[src/rtl/apb4_master_bridge_pkg.sv]
// Shared types and constants for the APB4 master bridge.
package apb4_master_pkg;

  typedef enum logic [1:0] {
    IDLE   = 2'd0,
    SETUP  = 2'd1,
    ACCESS = 2'd2,
    RESP   = 2'd3
  } apb_state_t;

  // Normal, secure, data access.
  localparam logic [2:0] PPROT_DEFAULT = 3'b000;

endpackage

[src/rtl/apb4_master_bridge.sv]
// Single-outstanding APB4 initiator: one valid/ready request becomes one SETUP/ACCESS
// transfer, answered by one response; a bounded wait-state counter turns a hung slave into an error.
module apb4_master_bridge
  import apb4_master_pkg::*;
#(
  parameter int ADDR_WIDTH = 32,
  parameter int DATA_WIDTH = 32,   // 8, 16 or 32
  parameter int TIMEOUT    = 255   // 0 disables the timeout
) (
  input  logic                    pclk,
  input  logic                    preset,
  input  logic                    req_valid_i,
  output logic                    req_ready_o,
  input  logic                    req_write_i,
  input  logic [ADDR_WIDTH-1:0]   req_addr_i,
  input  logic [DATA_WIDTH-1:0]   req_wdata_i,
  input  logic [DATA_WIDTH/8-1:0] req_strb_i,
  output logic                    rsp_valid_o,
  input  logic                    rsp_ready_i,
  output logic [DATA_WIDTH-1:0]   rsp_rdata_o,
  output logic                    rsp_err_o,
  output logic [ADDR_WIDTH-1:0]   paddr_o,
  output logic                    pwrite_o,
  output logic [DATA_WIDTH-1:0]   pwdata_o,
  output logic [DATA_WIDTH/8-1:0] pstrb_o,
  output logic [2:0]              pprot_o,
  output logic                    psel_o,
  output logic                    penable_o,
  input  logic [DATA_WIDTH-1:0]   prdata_i,
  input  logic                    pready_i,
  input  logic                    pslverr_i
);

  localparam int CW = (TIMEOUT > 0) ? $clog2(TIMEOUT + 1) : 1;
  localparam logic [CW-1:0] CNT_LAST = CW'((TIMEOUT > 0) ? TIMEOUT - 1 : 0);
  localparam logic [CW-1:0] CNT_SAT  = CW'((TIMEOUT > 0) ? TIMEOUT : 1);

  apb_state_t    state;
  logic [CW-1:0] wait_cnt;

  assign pprot_o = PPROT_DEFAULT;

  always_ff @(posedge pclk) begin
    if (preset) begin
      state       <= IDLE;
      req_ready_o <= 1'b1;
      psel_o      <= 1'b0;
      penable_o   <= 1'b0;
      rsp_valid_o <= 1'b0;
      rsp_err_o   <= 1'b0;
      rsp_rdata_o <= '0;
      paddr_o     <= '0;
      pwrite_o    <= 1'b0;
      pwdata_o    <= '0;
      pstrb_o     <= '0;
      wait_cnt    <= '0;
    end else begin
      case (state)
        IDLE: begin
          if (req_valid_i) begin
            paddr_o     <= req_addr_i;
            pwrite_o    <= req_write_i;
            pwdata_o    <= req_wdata_i;
            pstrb_o     <= req_write_i ? req_strb_i : '0;
            wait_cnt    <= '0;
            req_ready_o <= 1'b0;
            psel_o      <= 1'b1;
            state       <= SETUP;
          end
        end

        SETUP: begin
          penable_o <= 1'b1;
          state     <= ACCESS;
        end

        ACCESS: begin
          if (!pready_i && wait_cnt != CNT_SAT)
            wait_cnt <= wait_cnt + 1'b1;
          // A completing slave wins over a timeout landing in the same cycle.
          if (pready_i) begin
            rsp_err_o   <= pslverr_i;
            rsp_rdata_o <= (!pwrite_o && !pslverr_i) ? prdata_i : '0;
            psel_o      <= 1'b0;
            penable_o   <= 1'b0;
            rsp_valid_o <= 1'b1;
            state       <= RESP;
          end else if (TIMEOUT != 0 && wait_cnt == CNT_LAST) begin
            rsp_err_o   <= 1'b1;
            rsp_rdata_o <= '0;
            psel_o      <= 1'b0;
            penable_o   <= 1'b0;
            rsp_valid_o <= 1'b1;
            state       <= RESP;
          end
        end

        RESP: begin
          if (rsp_ready_i) begin
            rsp_valid_o <= 1'b0;
            req_ready_o <= 1'b1;
            state       <= IDLE;
          end
        end

        default: begin
          psel_o      <= 1'b0;
          penable_o   <= 1'b0;
          rsp_valid_o <= 1'b0;
          req_ready_o <= 1'b1;
          state       <= IDLE;
        end
      endcase
    end
  end

endmodule

[config.mk]
export PLATFORM = sky130hd
export DESIGN_NAME = apb4_master_bridge
export DESIGN_NICKNAME = d
export VERILOG_FILES = /design/src/rtl/apb4_master_bridge_pkg.sv /design/src/rtl/apb4_master_bridge.sv
export SDC_FILE = /design/constraint.sdc
export NUM_CORES = 1
export LEC_CHECK = 0
export CAP_MARGIN = 20
export CORE_MARGIN = 4
export CORE_UTILIZATION = 43
export DETAILED_ROUTE_END_ITERATION = 8
export GPL_ROUTABILITY_DRIVEN = 0
export MAX_ROUTING_LAYER = met4
export PLACE_DENSITY = 0.81
export SYNTH_ARGS = -nofsm -noshare
export SYNTH_HDL_FRONTEND = slang
export SYNTH_SLANG_ARGS = --single-unit
[constraint.sdc]
create_clock -name pclk -period 4.9 [get_ports pclk]
set_input_delay 1.47 -clock pclk [delete_from_list [all_inputs] [get_ports pclk]]
set_output_delay 1.47 -clock pclk [all_outputs]
set_load 0.02 [all_outputs]
==> results.py <==
metrics = {
    "grt": {
        "antenna_found_initial": 0,
        "grt_max_degree": 59,
        "grt_pass1_vias": 4223,
        "grt_overflow": 0,
        "grt_util_all_layers_pct": 23.37,
        "grt_pass1_wl_um": 20850,
    },
    "timing": {
        "slew_headroom_pct": 42.70,
        "tns_ns": 0,
        "rsz0062_at_grt": "no",
        "fin_ws_ns": 1.845,
        "slew_violations": 0,
        "skew_ns": 0.01267,
        "min_period_over_period_pct": 62.35,
        "fmax_mhz": 327.3,
        "hold_viol_final": 0,
        "post-route-min-period_ns": 3.055,
        "worst_pin_slew_ns": 0.8576,
        "setup_viol": 0,
    },
    "pwr": {
        "leakagePower_nw": 2.658,
        "vdd_drop_max_v": 0.0003677,
        "powerDensity_nw_per_um2": 487.0,
        "power_mw": 3.461,
    },
    "cts": {
        "clock_path_buffers": 2,
        "cts_tree": "yes",
        "clk_pin_slew_ns": 0.05,
        "numCtsBuffers": 17,
        "clockRootBuffer": "clkbuf_8",
        "cts_hold_buf": 0,
        "cts_sinks": 116,
        "cts_resized": 0,
        "cts_setup_buffers": 0,
        "htreeDepth": 4,
        "clock_latency_ns": 0.51,
    },
    "worst_hold_path": {
        "hold_end": "pwdata_o[18]$_SDFFE_PP0P_",
        "whs_path_depth": 2,
        "min_path_type": "reg -> reg",
        "min_from": "pwdata_o[18]$_SDFFE_PP0P_",
    },
    "yosys": {
        "synth_top_area_cell": "dfxtp_1",
        "synth_ff_type": "dfxtp_1",
        "synth_top_area_share_pct": 53.69,
        "synth_cell_types": 48,
        "synthCells": 482,
        "synth_area_um2": 4325,
        "ys_seq_elements": 116,
        "async_flop_share_pct": 0,
        "synth_enable_flop_cells": 0,
        "ys_warn_count": 0,
        "yosys-top-cells-area": "dfxtp_1, nand2_1, a21oi_1",
        "synth.avg_cell_area_um2": 8.974,
        "yosysSeqAreaShare_pct": 53.69,
    },
    "floorplan": {
        "placementRows": 36,
        "die_area_um2": 11730,
        "dieWidth_um": 108.3,
        "die_h_um": 108.3,
        "fp.coreArea_um2": 9774,
        "io_pins": 216,
        "initial_core_util_pct": 44.25,
    },
    "placement": {
        "place_worst_setup_slack_ns": 1.408,
        "hpwl_um": 9556,
        "portBuffers": 212,
    },
    "outcome": {
        "outcome": "finished, final reports clean",
    },
    "detailed_routing": {
        "postRouteWirelength_um": 13730,
        "antenna_left": 0,
        "via_per_inst": 5.053,
        "drt-pass1-iter-count": 4,
        "wl_per_cell_um": 16.52,
        "dr.first_iter.drc_count": 233,
        "via_count": 4199,
        "drc": 0,
    },
    "worst_setup_path": {
        "ff2ff_setup_slack_ns": 2.72,
        "cp_data_required_time_ns": 3.43,
        "rr_endpoint": "pwdata_o[23]$_SDFFE_PP0P_",
        "startpoint": "pwrite_o$_SDFFE_PP0P_",
        "cp-end-kind": "output pin",
        "crit_family": "buffers and inverters",
        "crit_chain": "clkdlybuf4s50_1",
        "criticalPathCategory": "reg -> out",
        "timing.rr.start": "state[0]$_SDFFE_PP0P_",
        "start_kind": "flop",
        "crit_arrival_ns": 1.59,
        "cp_slowest_stage_delay_ns": 0.65,
        "crit_fanout": 3,
        "reg2reg_depth": 6,
        "slowest_stage": "clkdlybuf4s50_1",
        "path_buf_inv": 1,
    },
    "layout": {
        "layout.nets": 798,
        "area_growth_pct": 64.30,
        "fillers": 722,
        "fin_util_pct": 72.71,
        "drive_above_1_share_pct": 7.593,
        "antenna_cells": 0,
    },
    "run": {
        "maxCapViolCount": 0,
    },
}
synth_stat cells, types with 2 or more instances:
cell type,n
buf_2,11
o311a_1,2
a21oi_1,78
ha_1,6
and3_1,2
nand2_1,144
nand2b_1,2
a21oi_2,2
a22o_1,32
a311oi_1,3
nor3_1,4
nor2_1,10
o21ai_0,4
and2_1,2
buf_4,4
inv_1,6
dfxtp_1,116
a31oi_1,2
clkbuf_1,15
nand3_1,6
buf_6,4
layer usage:
| metal | wire, um | GRT usage [%] | vias up | share of wire [%] |
|---|---|---|---|---|
| met1 | 5424 | 25.61 | 1962 | 40 |
| met5 | 0 | - | - | 0 |
| met4 | 212 | 8.566 | 0 | 1.5 |
| met2 | 6755 | 38.99 | 170 | 49 |
| li1 | - | - | 2051 | - |
| met3 | 1334 | 8.597 | 16 | 9.7 |
state kept, by name, indices dropped and copies added, names as in the netlist:
name and cells:
pstrb_o 4, pwdata_o 32, rsp_err_o 1, paddr_o 32, pwrite_o 1, psel_o 1
penable_o 1, wait_cnt 8, rsp_rdata_o 32, req_ready_o 1, rsp_valid_o 1, state 2
cell type report:
type | count | area [um^2] | area share, %
Clock buffer | 22 | 452.9 | 6.373
Inverter | 6 | 22.52 | 0.3169
Multi-Input combinational cell | 327 | 1798 | 25.30
Sequential cell | 116 | 2322 | 32.68
Timing Repair Buffer | 217 | 2167 | 30.49
Tap cell | 133 | 166.4 | 2.342
Clock inverter | 10 | 177.7 | 2.500
power breakdown:
group | switching, mW | total (mW) | internal (mW)
clock network | 0.413 | 1.31 | 0.900
logic | 0.567 | 1.00 | 0.434
registers | 0.0720 | 1.15 | 1.08
total | 1.05 | 3.46 | 2.41
stage by stage:
stage	cell area, um^2	instances	hold slack, ns
after global placement	6456	798	0.4380
after floorplan	4333	484	0.4680
final	7107	831	0.4521
after global routing	7107	831	0.4698
after CTS	7087	830	0.4544
after detailed placement	6456	798	0.4469
kinds of logic (layout without fill, tap and decap cells):
group / count (synthesis) / after routing / share of synthesized area (%)
fa+ha+maj: 6 / 6 / 1.736
mux: 2 / 2 / 0.5784
compound gates: 133 / 133 / 20.63
simple gates: 183 / 183 / 18.28
flops: 116 / 116 / 53.69
other cells: 1 / 3 / 0.08670
buf+inv: 41 / 255 / 5.004
layout by cell type, fill, tap and decap left out, types with 5 or more instances in the layout:
cell type        instances
a21oi_1                 78
a22o_1                  32
bufinv_16                5
clkbuf_16               16
clkdlybuf4s50_1        211
dfxtp_1                116
ha_1                     6
inv_1                    6
nand2_1                143
nand3_1                  6
nor2_1                  10
worst reg2reg max path, delay by kind of cell, from the launching register on:
| family | cells | cell delay (ns) |
|---|---|---|
| and+or+nand+nor | 2 | 0.75 |
| buffers and inverters | 2 | 0.58 |
| DFF | 1 | 0.31 |
| adders and majority gates | 1 | 0.30 |
| AOI/OAI and AO/OA | 1 | 0.17 |
worst max path at each step:
| stage | to | slack, ns | cells after the start |
|---|---|---|---|
| after floorplan | wait_cnt[6]$_SDFFE_PP0P_ | 2.57 | 4 |
| after global placement | paddr_o[0]$_SDFFE_PP0P_ | 1.51 | 5 |
| after detailed placement | pwdata_o[9]$_SDFFE_PP0P_ | 1.41 | 5 |
| after CTS | pwrite_o | 1.81 | 1 |
| after global routing | pwrite_o | 1.77 | 1 |
| final | pwrite_o | 1.84 | 1 |
No activity file was read; power rests on OpenSTA's default activity.
==> RTL edit, RTL diff (same settings) <==
Change the parameter `TIMEOUT` from 255 to 510.
--- a/src/rtl/apb4_master_bridge.sv
+++ b/src/rtl/apb4_master_bridge.sv
@@ -5,7 +5,7 @@
 #(
   parameter int ADDR_WIDTH = 32,
   parameter int DATA_WIDTH = 32,   // 8, 16 or 32
-  parameter int TIMEOUT    = 255   // 0 disables the timeout
+  parameter int TIMEOUT    = 510   // 0 disables the timeout
 ) (
   input  logic                    pclk,
   input  logic                    preset,
Behaviour: same outputs for any inputs over 10 cycles, from zero or initial values and one cycle with preset high; that may be too few to reach the edited logic, so the function may still have changed.
==> RTL edit against the unedited design <==
Design area fell by 0.19%. Highest routed layer unchanged. Wire length fell by 3.7%. Sequential share of layout area rose by 0.35 points. Clock power fell by 12%. First-iteration DRC count rose by 24%. Count of clock-buffer cells in the layout fell by 2. Sequential cell count rose by 1. Cell count rose by 0.84%. Total power fell by 8.1%. Synthesized area rose by 1.7%. Critical path type unchanged. Die area rose by 1.6%. Worst setup slack got worse by 0.038 ns. Largest cell class unchanged.
==> RTL edit: results (changes against the unedited design) <==
stage;metric;value;unit;change
global_routing;largest net degree at the start of global routing;72;;+22%
routing;First-pass DRT Iterations;5;;+1
sta;final clock skew;0.007957;ns;-0.004709 ns
sta;f_max;0.3233;GHz;-1.2%
worst_setup_path;r2r setup slk;2.49;ns;-0.23 ns
placed_design;number of placed instances, taps included;808;;+1.3%
global_routing;met2 Track Usage GR;0.3846;;-0.005227
worst_setup_path;depth of the most critical reg-to-reg path;6;;unchanged
synth;average cell area after synthesis;8.962;um^2;-0.13%
sta;transition at the pin with the smallest max-transition slack;0.9880;ns;+0.1304 ns
placed_design;final HPWL from detailed placement;9.359;mm;-2.1%
global_routing;vias in the first global route;4254;;+0.73%
finish;layout cells sized above 1;0.06809;;-0.007846
routing;wire length after detailed routing;13.23;mm;-3.7%
placed_design;total placed instance area;6540;um^2;+1.3%
global_routing;global-route total usage across every layer;0.2294;;-0.004258
synth;Synth Area in Adders;0.01990;;+0.002547
worst_setup_path;critical path arrival;1.62;ns;+0.03 ns
routing;met1 WL;5.209;mm;-4.0%
min_path;worst min-delay path category;reg -> reg;;
run_status;run status;finished clean;;
power_and_ir_drop;leakage dissipation;2.624;nW;-1.3%
global_routing;routing usage on met1;0.2450;;-0.01107
synth;async set-or-reset flop fraction in the synthesized netlist;0;;unchanged
global_routing;global-route wire length before repair;20.62;mm;-1.1%
routing;met3 WL post-DR;1.412;mm;+5.8%
routing;Detailed Route Iter0 Violations;290;;+24%
routing;average via count per standard cell;5.161;;+2.1%
placed_design;placement-stage worst setup slack;1.501;ns;+0.09300 ns
routing;post-detailed-route wirelength per cell;15.78;um;-4.5%
finish;largest registers in the final layout;paddr_o x32, pwdata_o x32, rsp_rdata_o x32;;
synth;count of different cell masters after synthesis;42;;-13%
worst_setup_path;reg-to-reg endpoint;wait_cnt[1]$_SDFFE_PP0P_;;
synth;post-synthesis mux area share;0.005118;;-0.0006674
==> RTL edit: cell types whose count changed in the layout (fill, tap and decap cells not counted), moves of 3 or more <==
cell and change:
nand3_1 +6, nand2_1 -3, bufinv_16 -3, o21ai_0 -4
o21ai_1 +5, a21oi_1 -3, inv_1 +3, nor2_1 -3
o21a_1 +5
==> RTL edit: cell type report <==
| cell class | instances | area, um^2 |
|---|---|---|
| Clock buffer | 20 | 445.4 |
| Multi-Input combinational cell | 332 | 1836 |
| Clock inverter | 10 | 107.6 |
| Tap cell | 133 | 166.4 |
| Fill cell | 680 | 2771 |
| Sequential cell | 117 | 2342 |
| Timing Repair Buffer | 217 | 2162 |
| Inverter | 9 | 33.78 |
==> RTL edit: worst min path at each step <==
stage	startpoint	endpoint	slack, ns	depth (start not counted)
final	pwdata_o[15]$_SDFFE_PP0P_	pwdata_o[15]$_SDFFE_PP0P_	0.45	2
after global routing	paddr_o[5]$_SDFFE_PP0P_	paddr_o[5]$_SDFFE_PP0P_	0.47	2
after CTS	pwdata_o[5]$_SDFFE_PP0P_	pwdata_o[5]$_SDFFE_PP0P_	0.45	2
after detailed placement	pwdata_o[15]$_SDFFE_PP0P_	pwdata_o[15]$_SDFFE_PP0P_	0.45	2
after global placement	pwdata_o[2]$_SDFFE_PP0P_	pwdata_o[2]$_SDFFE_PP0P_	0.44	2
after floorplan	state[0]$_SDFFE_PP0P_	state[0]$_SDFFE_PP0P_	0.47	1
==> RTL edit: report_power, final <==
group          internal, mW  leakage (nW)  switching (mW)
clock                 0.738         0.268           0.412
sequential             1.07         0.954          0.0668
combinational         0.392          1.40           0.498
